$ cat src/rtl/cam_pixel_pack.sv
// Camera byte-stream to RGB565 pixel packer with frame/line bookkeeping.
// Frames are streamed only when capture is requested at a frame boundary; malformed lines are flagged.
module cam_pixel_pack #(
  parameter int H_ACTIVE = 480,
  parameter int V_ACTIVE = 272
) (
  input  logic        CLK,
  input  logic        RSTn,
  input  logic        CAPTURE,
  input  logic        CAM_VSYNC,
  input  logic        CAM_HREF,
  input  logic        CAM_VALID,
  input  logic [7:0]  CAM_DATA,
  output logic        EN,
  output logic        H_sync,
  output logic        V_sync,
  output logic [15:0] DATA_out,
  output logic        FRAME_DONE,
  output logic        LINE_ERR
);

  localparam int XW = $clog2(H_ACTIVE + 1);
  localparam int YW = $clog2(V_ACTIVE + 1);
  localparam logic [XW-1:0] X_MAX  = XW'(H_ACTIVE);
  localparam logic [YW-1:0] Y_MAX  = YW'(V_ACTIVE);
  localparam logic [YW-1:0] Y_LAST = YW'(V_ACTIVE - 1);

  typedef enum logic [1:0] {IDLE, ARM, ACTIVE} state_t;

  state_t        r_state;
  logic          r_phase;
  logic          r_x_ovf;
  logic [7:0]    r_hi;
  logic [XW-1:0] r_x;
  logic [YW-1:0] r_y;

  logic w_vsync_rise;
  logic w_href_fall;
  logic w_byte;
  logic w_active;

  // H_sync/V_sync double as the registered copies used for edge detection.
  assign w_vsync_rise = CAM_VSYNC & ~V_sync;
  assign w_href_fall  = ~CAM_HREF & H_sync;
  assign w_byte       = CAM_VALID & CAM_HREF;
  assign w_active     = (r_state == ACTIVE);

  always_ff @(posedge CLK or negedge RSTn) begin
    if (!RSTn) begin
      r_state    <= IDLE;
      r_phase    <= 1'b0;
      r_x_ovf    <= 1'b0;
      r_hi       <= 8'h00;
      r_x        <= '0;
      r_y        <= '0;
      EN         <= 1'b0;
      H_sync     <= 1'b0;
      V_sync     <= 1'b0;
      DATA_out   <= 16'h0000;
      FRAME_DONE <= 1'b0;
      LINE_ERR   <= 1'b0;
    end else begin
      H_sync     <= CAM_HREF;
      V_sync     <= CAM_VSYNC;
      EN         <= 1'b0;
      FRAME_DONE <= 1'b0;
      LINE_ERR   <= 1'b0;

      // Capture requests only take effect on a frame boundary; a running frame always completes.
      case (r_state)
        IDLE:    if (CAPTURE) r_state <= ARM;
        ARM: begin
          if (!CAPTURE)          r_state <= IDLE;
          else if (w_vsync_rise) r_state <= ACTIVE;
        end
        ACTIVE:  if (w_vsync_rise && !CAPTURE) r_state <= IDLE;
        default: r_state <= IDLE;
      endcase

      if (w_vsync_rise) begin
        r_phase <= 1'b0;
        r_x_ovf <= 1'b0;
        r_x     <= '0;
        r_y     <= '0;
      end else if (w_byte) begin
        r_phase <= ~r_phase;
        if (!r_phase) begin
          r_hi <= CAM_DATA;
        end else if (r_x == X_MAX) begin
          r_x_ovf <= 1'b1;
        end else begin
          r_x <= r_x + 1'b1;
          if (w_active && r_y != Y_MAX) begin
            EN       <= 1'b1;
            DATA_out <= {r_hi, CAM_DATA};
          end
        end
      end else if (!CAM_HREF) begin
        r_phase <= 1'b0;
        // Overflow is tracked separately because the column count saturates at a full line.
        if (w_href_fall) begin
          r_x     <= '0;
          r_x_ovf <= 1'b0;
          if (r_x != '0 && r_y != Y_MAX) r_y <= r_y + 1'b1;
          LINE_ERR   <= w_active && (r_phase || r_x != X_MAX || r_x_ovf);
          FRAME_DONE <= w_active && r_x != '0 && r_y == Y_LAST;
        end
      end
    end
  end

endmodule

$ cat config.mk
export PLATFORM = sky130hd
export DESIGN_NAME = cam_pixel_pack
export DESIGN_NICKNAME = d
export VERILOG_FILES = /design/src/rtl/cam_pixel_pack.sv
export SDC_FILE = /design/constraint.sdc
export NUM_CORES = 1
export LEC_CHECK = 0
export BUFFER_PORTS_ARGS = -buffer_cell sky130_fd_sc_hd__buf_4
export CORE_MARGIN = 3
export CORE_UTILIZATION = 40
export CTS_CLUSTER_SIZE = 20
export DETAILED_ROUTE_END_ITERATION = 7
export PLACE_DENSITY = 0.66
export SKIP_CTS_REPAIR_TIMING = 1
export SYNTH_ARGS = -nofsm -noshare
export SYNTH_HDL_FRONTEND = slang
export SYNTH_SLANG_ARGS = --single-unit
$ cat constraint.sdc
create_clock -name CLK -period 2.09 [get_ports CLK]
set_input_delay 0.1045 -clock CLK [delete_from_list [all_inputs] [get_ports CLK]]
set_output_delay 0.1045 -clock CLK [all_outputs]
set_load 0.01 [all_outputs]
======== After elaboration in Yosys (flattened, before gate mapping) ========
Cells that the tools add are included.
word-level totals
  bits of input ports ..................... 14
  register bits after elaboration ......... 51
  logic and storage cells ................. 95
  output and inout port bits .............. 21
operators by class
  eq/ne operators ......................... 15
  add/sub/neg operators ................... 2
  reduce and logical (&&, ||, !) cells .... 20
  mux-type cells .......................... 38
  bitwise gates (word level) .............. 8
operators by type and width
  cell                                                  count
  two-way mux 9 bit                                     11
  two-way mux 1 bit                                     22
  adder 9 x 1 -> 9 bit (second input constant)          2
  equality test 9 bit (second input constant)           2
  != test 9 bit (second input constant)                 2
  AND reduction 4 bit                                   3
  != test 3 bit (second input constant)                 3
  nonzero test 9 bit                                    1
  two-way mux 2 bit                                     4
  logical AND 1 bit                                     6
  one-hot mux 2 bit (3 select lines)                    1
  AND reduction 3 bit                                   2
  inverter 1 bit                                        5
  AND reduction 5 bit                                   1
  != test 2 x 1 -> 1 bit (second input constant)        2
  != test 2 bit (second input constant)                 2
  nonzero test 2 bit                                    2
  bitwise AND 1 bit                                     3
  != test 3 x 1 -> 1 bit (second input constant)        1
  != test 3 x 2 -> 1 bit (second input constant)        1
  nonzero test 3 bit                                    1
  equality test 2 x 1 -> 1 bit (second input constant)  1
  equality test 2 bit (second input constant)           1
  logical NOT 2 bit                                     1
  2 further kinds                                       3

======== Longest topological paths before layout ========
  depth after elaboration ................. 8
  depth in mapped cells ................... 8
  gate-level depth less buffers ........... 6

======== Worst setup path before layout ========
Ideal clock, no wire load.
  kind .................................... register to register
  start point ............................. register r_x[0]
  end point ............................... register DATA_out[10]
  path buffers ............................ 2
  required time ........................... 1.965 ns
  setup slack ............................. -0.011 ns
  clock period less this slack ............ 2.101 ns
  stages on the path, launching flop included .. 9
  data arrival time ....................... 1.976 ns
  setup time .............................. 0.125 ns
  path through ............................ dfrtp_1 -> inv_1 -> ha_1 -> or4b_4 -> o21ai_4 -> or3_1 -> buf_6 -> buf_12 -> mux2_4
between the ends
  word-level cells in the longest chain between the ends .. 3
ends and longest elaborated chain
  element                        RTL line  source
  start, declared                34        logic [XW-1:0] r_x;
  start signal, assigned         92        r_x <= r_x + 1'b1;
  equality test 9 bit            89        end else if (r_x == X_MAX) begin
  inverter 1 bit (no line)       -
  AND reduction 5 bit (no line)  -
  end signal, assigned           95        DATA_out <= {r_hi, CAM_DATA};
  end, declared                  17        output logic [15:0] DATA_out,
No other way between the ends.
A chain may end at the register's enable or synchronous reset.

======== Worst setup path after layout ========
  start point ............................. register r_y[5]
  end point ............................... register DATA_out[2]
between the ends
  word-level cells in the longest chain between the ends .. 3
ends and longest elaborated chain
  element                        RTL line  source
  start, declared                35        logic [YW-1:0] r_y;
  start signal, assigned         104       if (r_x != '0 && r_y != Y_MAX) r_y <= r_y + 1'b1;
  != test 9 bit                  93        if (w_active && r_y != Y_MAX) begin
  logical AND 1 bit              93
  AND reduction 5 bit (no line)  -
No other way between the ends.

==> results.py <==
metrics = {
    "drt": {
        "drtAntennaViolNets": 0,
        "dr.max_layer_used": "met4",
        "postRouteWirelength_mm": 4.929,
        "dr.pass1.iters": 4,
        "via_count": 1718,
        "wl_met3_um": 279,
        "post_drt_wl_per_cell_um": 15.31,
        "drt_iter0_markers": 80,
        "drc_errors_left": 0,
        "met1Wirelength_mm": 2.370,
        "wl_met2_mm": 2.217,
        "route.detailed.vias_per_inst": 5.335,
    },
    "power_and_ir_drop": {
        "report.power.total_uw": 2130,
        "power.ir.vdd_worst_v": 0.0003578,
        "leak_pwr_uw": 0.001426,
        "cellPowerDensity_nw_per_um2": 716.0,
    },
    "finish": {
        "post_route_cells_drive_above_1_share_pct": 38.40,
        "area_growth_pct": 23.98,
        "final_nets": 268,
        "layout.core_utilization_pct": 52.74,
        "antenna_cells_inserted": 0,
        "post-route-cell-area_um2": 2975,
    },
    "floorplanning": {
        "die_area_um2": 6965,
        "die_width_um": 83.46,
        "fp.dieH_um": 83.46,
        "io-pin-count": 35,
        "design.core.area_um2": 5642,
        "start_util_pct": 42.54,
        "number_of_rows_in_the_core_area": 27,
    },
    "setup_path": {
        "cpPeakStageDelay_ps": 580,
        "worst-path-max-fanout": 9,
        "required_time_of_the_critical_path_ps": 2280,
        "cp_cell_sequence": "or4b_1 -> nor4_4 -> or3_4 -> buf_12 -> mux2_2",
        "worst-endpoint-arrival_ps": 2230,
        "setup.worst_path.class": "flop to flop",
        "setup.worst_path.end_class": "flop",
        "cp-start-kind": "flop",
        "cp_slowest_cell": "or4b_1",
        "worst_r2r_path_depth": 5,
    },
    "synth": {
        "synth_cells": 199,
        "synth.ff_latch_count": 51,
        "area_share_of_the_largest_cell_type_after_synthesis_pct": 53.18,
        "syn_nets": 217,
        "yosysTopAreaCell": "dfrtp_1",
        "synth_top_cells_by_area": "dfrtp_1 (53%), mux2_2 (7.5%), mux2_4 (5.6%)",
        "yosys_warnings": 0,
        "post_synth_edffs": 0,
        "synth.avg_cell_area_um2": 12.06,
        "synth-async-reset-ratio_pct": 100.0,
        "synth_top_flop_cell": "dfrtp_1",
        "synth_area_um2": 2400,
        "yosys.cell_count.top_type": "dfrtp_1",
        "synth-seq-area-share_pct": 53.18,
        "netlist_top_cells_count": "dfrtp_1 (51), mux2_2 (16), a21oi_1 (12), nand2_1 (12)",
        "number_of_distinct_library_cells_after_synthesis": 53,
    },
    "place": {
        "dpl.hpwl_mm": 3.447,
        "placement.io_buffers": 34,
        "dpl_worst_slack_ps": 37.94,
        "dpl_cell_area_um2": 2799,
        "finalWeightedCongestion": 0.8245,
    },
    "timing": {
        "period_share_pct": 97.44,
        "maxClockFrequency_mhz": 491.0,
        "final_critical_path_setup_slack_ps": 53.53,
        "slew_viol_final": 0,
        "layout_min_cycle_time_ps": 2036,
        "finalHoldViolCount": 0,
        "slew_headroom_pct": 58.32,
        "worst_tran_pin_value_ps": 625.2,
        "finalSetupViolations": 0,
        "clock-skew-final_ps": 3.436,
        "worst_hold_slack_ps": 45.53,
    },
    "global_route": {
        "grt_first_pass_wirelength_mm": 8.135,
        "initial_antenna_violation_count": 0,
        "via_count_of_the_first_global_routing_pass": 1661,
        "grt_util_all_layers_pct": 14.24,
        "overflow": 0,
        "grt_max_degree": 52,
    },
    "run_status": {
        "status": "finished, final reports clean",
    },
    "clocking": {
        "cts_tree": "done",
        "root_buffer": "clkbuf_8",
        "tritoncts_num_sinks": 51,
        "ctsLongestPathBuffers": 2,
        "numCtsBuffers": 5,
        "worstSkewPairLatency_ps": 300,
        "clk_pin_slew_worst_paths_ps": 90,
        "cts_htree_levels": 2,
    },
    "min_path": {
        "min_path_type": "primary input to flop",
        "min_path_cells": 2,
    },
    "flow_run": {
        "timing.max_cap.violations": 0,
    },
}
[metal layers]
layer | track usage, % | up-vias
met4 | 5.263 | 0
met5 | 0 | -
met2 | 20.99 | 47
li1 | - | 834
met3 | 3.554 | 7
met1 | 20.25 | 830
[logic make-up after synthesis]
group / share of synthesized area, %
adder cells (fa/ha/maj): 2.086
AO/OA/AOI/OAI: 10.74
XOR/XNOR: 0.7301
buffers and inverters: 3.441
multiplexers: 13.14
flip-flops: 53.18
AND/OR/NAND/NOR: 16.68
[stage by stage]
step                      TNS (ps)  std cells
final                            0        322
after global routing        -1.951        322
after CTS                        0        317
after detailed placement         0        310
after global placement           0        310
after floorplan                  0        199
[area by class of cell]
type / count / area (um^2)
clock inverter: 2 / 37.54
clock buffer: 5 / 68.82
inverter: 5 / 18.77
fill: 517 / 2666
tap: 72 / 90.09
timing repair buffer: 53 / 435.4
sequential: 51 / 1276
multi-input combinational: 134 / 1049
[cells in the final DEF, fill, tap and decap left out, types with 5 or more instances in the layout]
| cell | Yosys | routed |
|---|---|---|
| dfrtp_1 | 51 | 51 |
| buf_4 | 1 | 48 |
| mux2_2 | 16 | 16 |
| nand2_1 | 12 | 12 |
| a21oi_1 | 12 | 12 |
| nand3_1 | 9 | 9 |
| mux2_4 | 9 | 9 |
| nor2_1 | 6 | 6 |
| o21ai_0 | 6 | 6 |
| clkbuf_8 | 0 | 5 |
[power breakdown]
part	switching [uW]	internal [uW]	total, uW	leakage, uW
Combinational	137	192	329	0.000693
Sequential	56.5	1080	1140	0.000683
Clock	311	350	661	0.0000502
Total	505	1630	2130	0.00143
[worst paths after layout]
| path | end | slack (ps) | start |
|---|---|---|---|
| min | DATA_out[4]$_DFFE_PN0P_ | 50 | CAM_DATA[4] |
| max reg2reg | DATA_out[2]$_DFFE_PN0P_ | 50 | r_y[5]$_DFFE_PN0P_ |
| max | DATA_out[2]$_DFFE_PN0P_ | 50 | r_y[5]$_DFFE_PN0P_ |
| max in group asynchronous | r_y[8]$_DFFE_PN0P_ | 1310 | RSTn |
| min in group asynchronous | DATA_out[7]$_DFFE_PN0P_ | 350 | RSTn |
| min reg2reg | r_state[0]$_DFFE_PN0P_ | 490 | r_state[0]$_DFFE_PN0P_ |
[flip-flops by register name, summed over array words and instances (netlist names)]
register / cells
V_sync: 1
r_y: 9
H_sync: 1
r_hi: 8
FRAME_DONE: 1
r_x_ovf: 1
r_phase: 1
r_state: 2
EN: 1
r_x: 9
DATA_out: 16
LINE_ERR: 1
[worst max-delay path, delay by kind of cell (launching register included)]
kind / cells / cell delay (ps)
DFF: 1 / 380
and+or+nand+nor: 3 / 1080
muxes: 1 / 330
buffers and inverters: 1 / 130
Note: power is estimated with default switching activity, not from simulation.
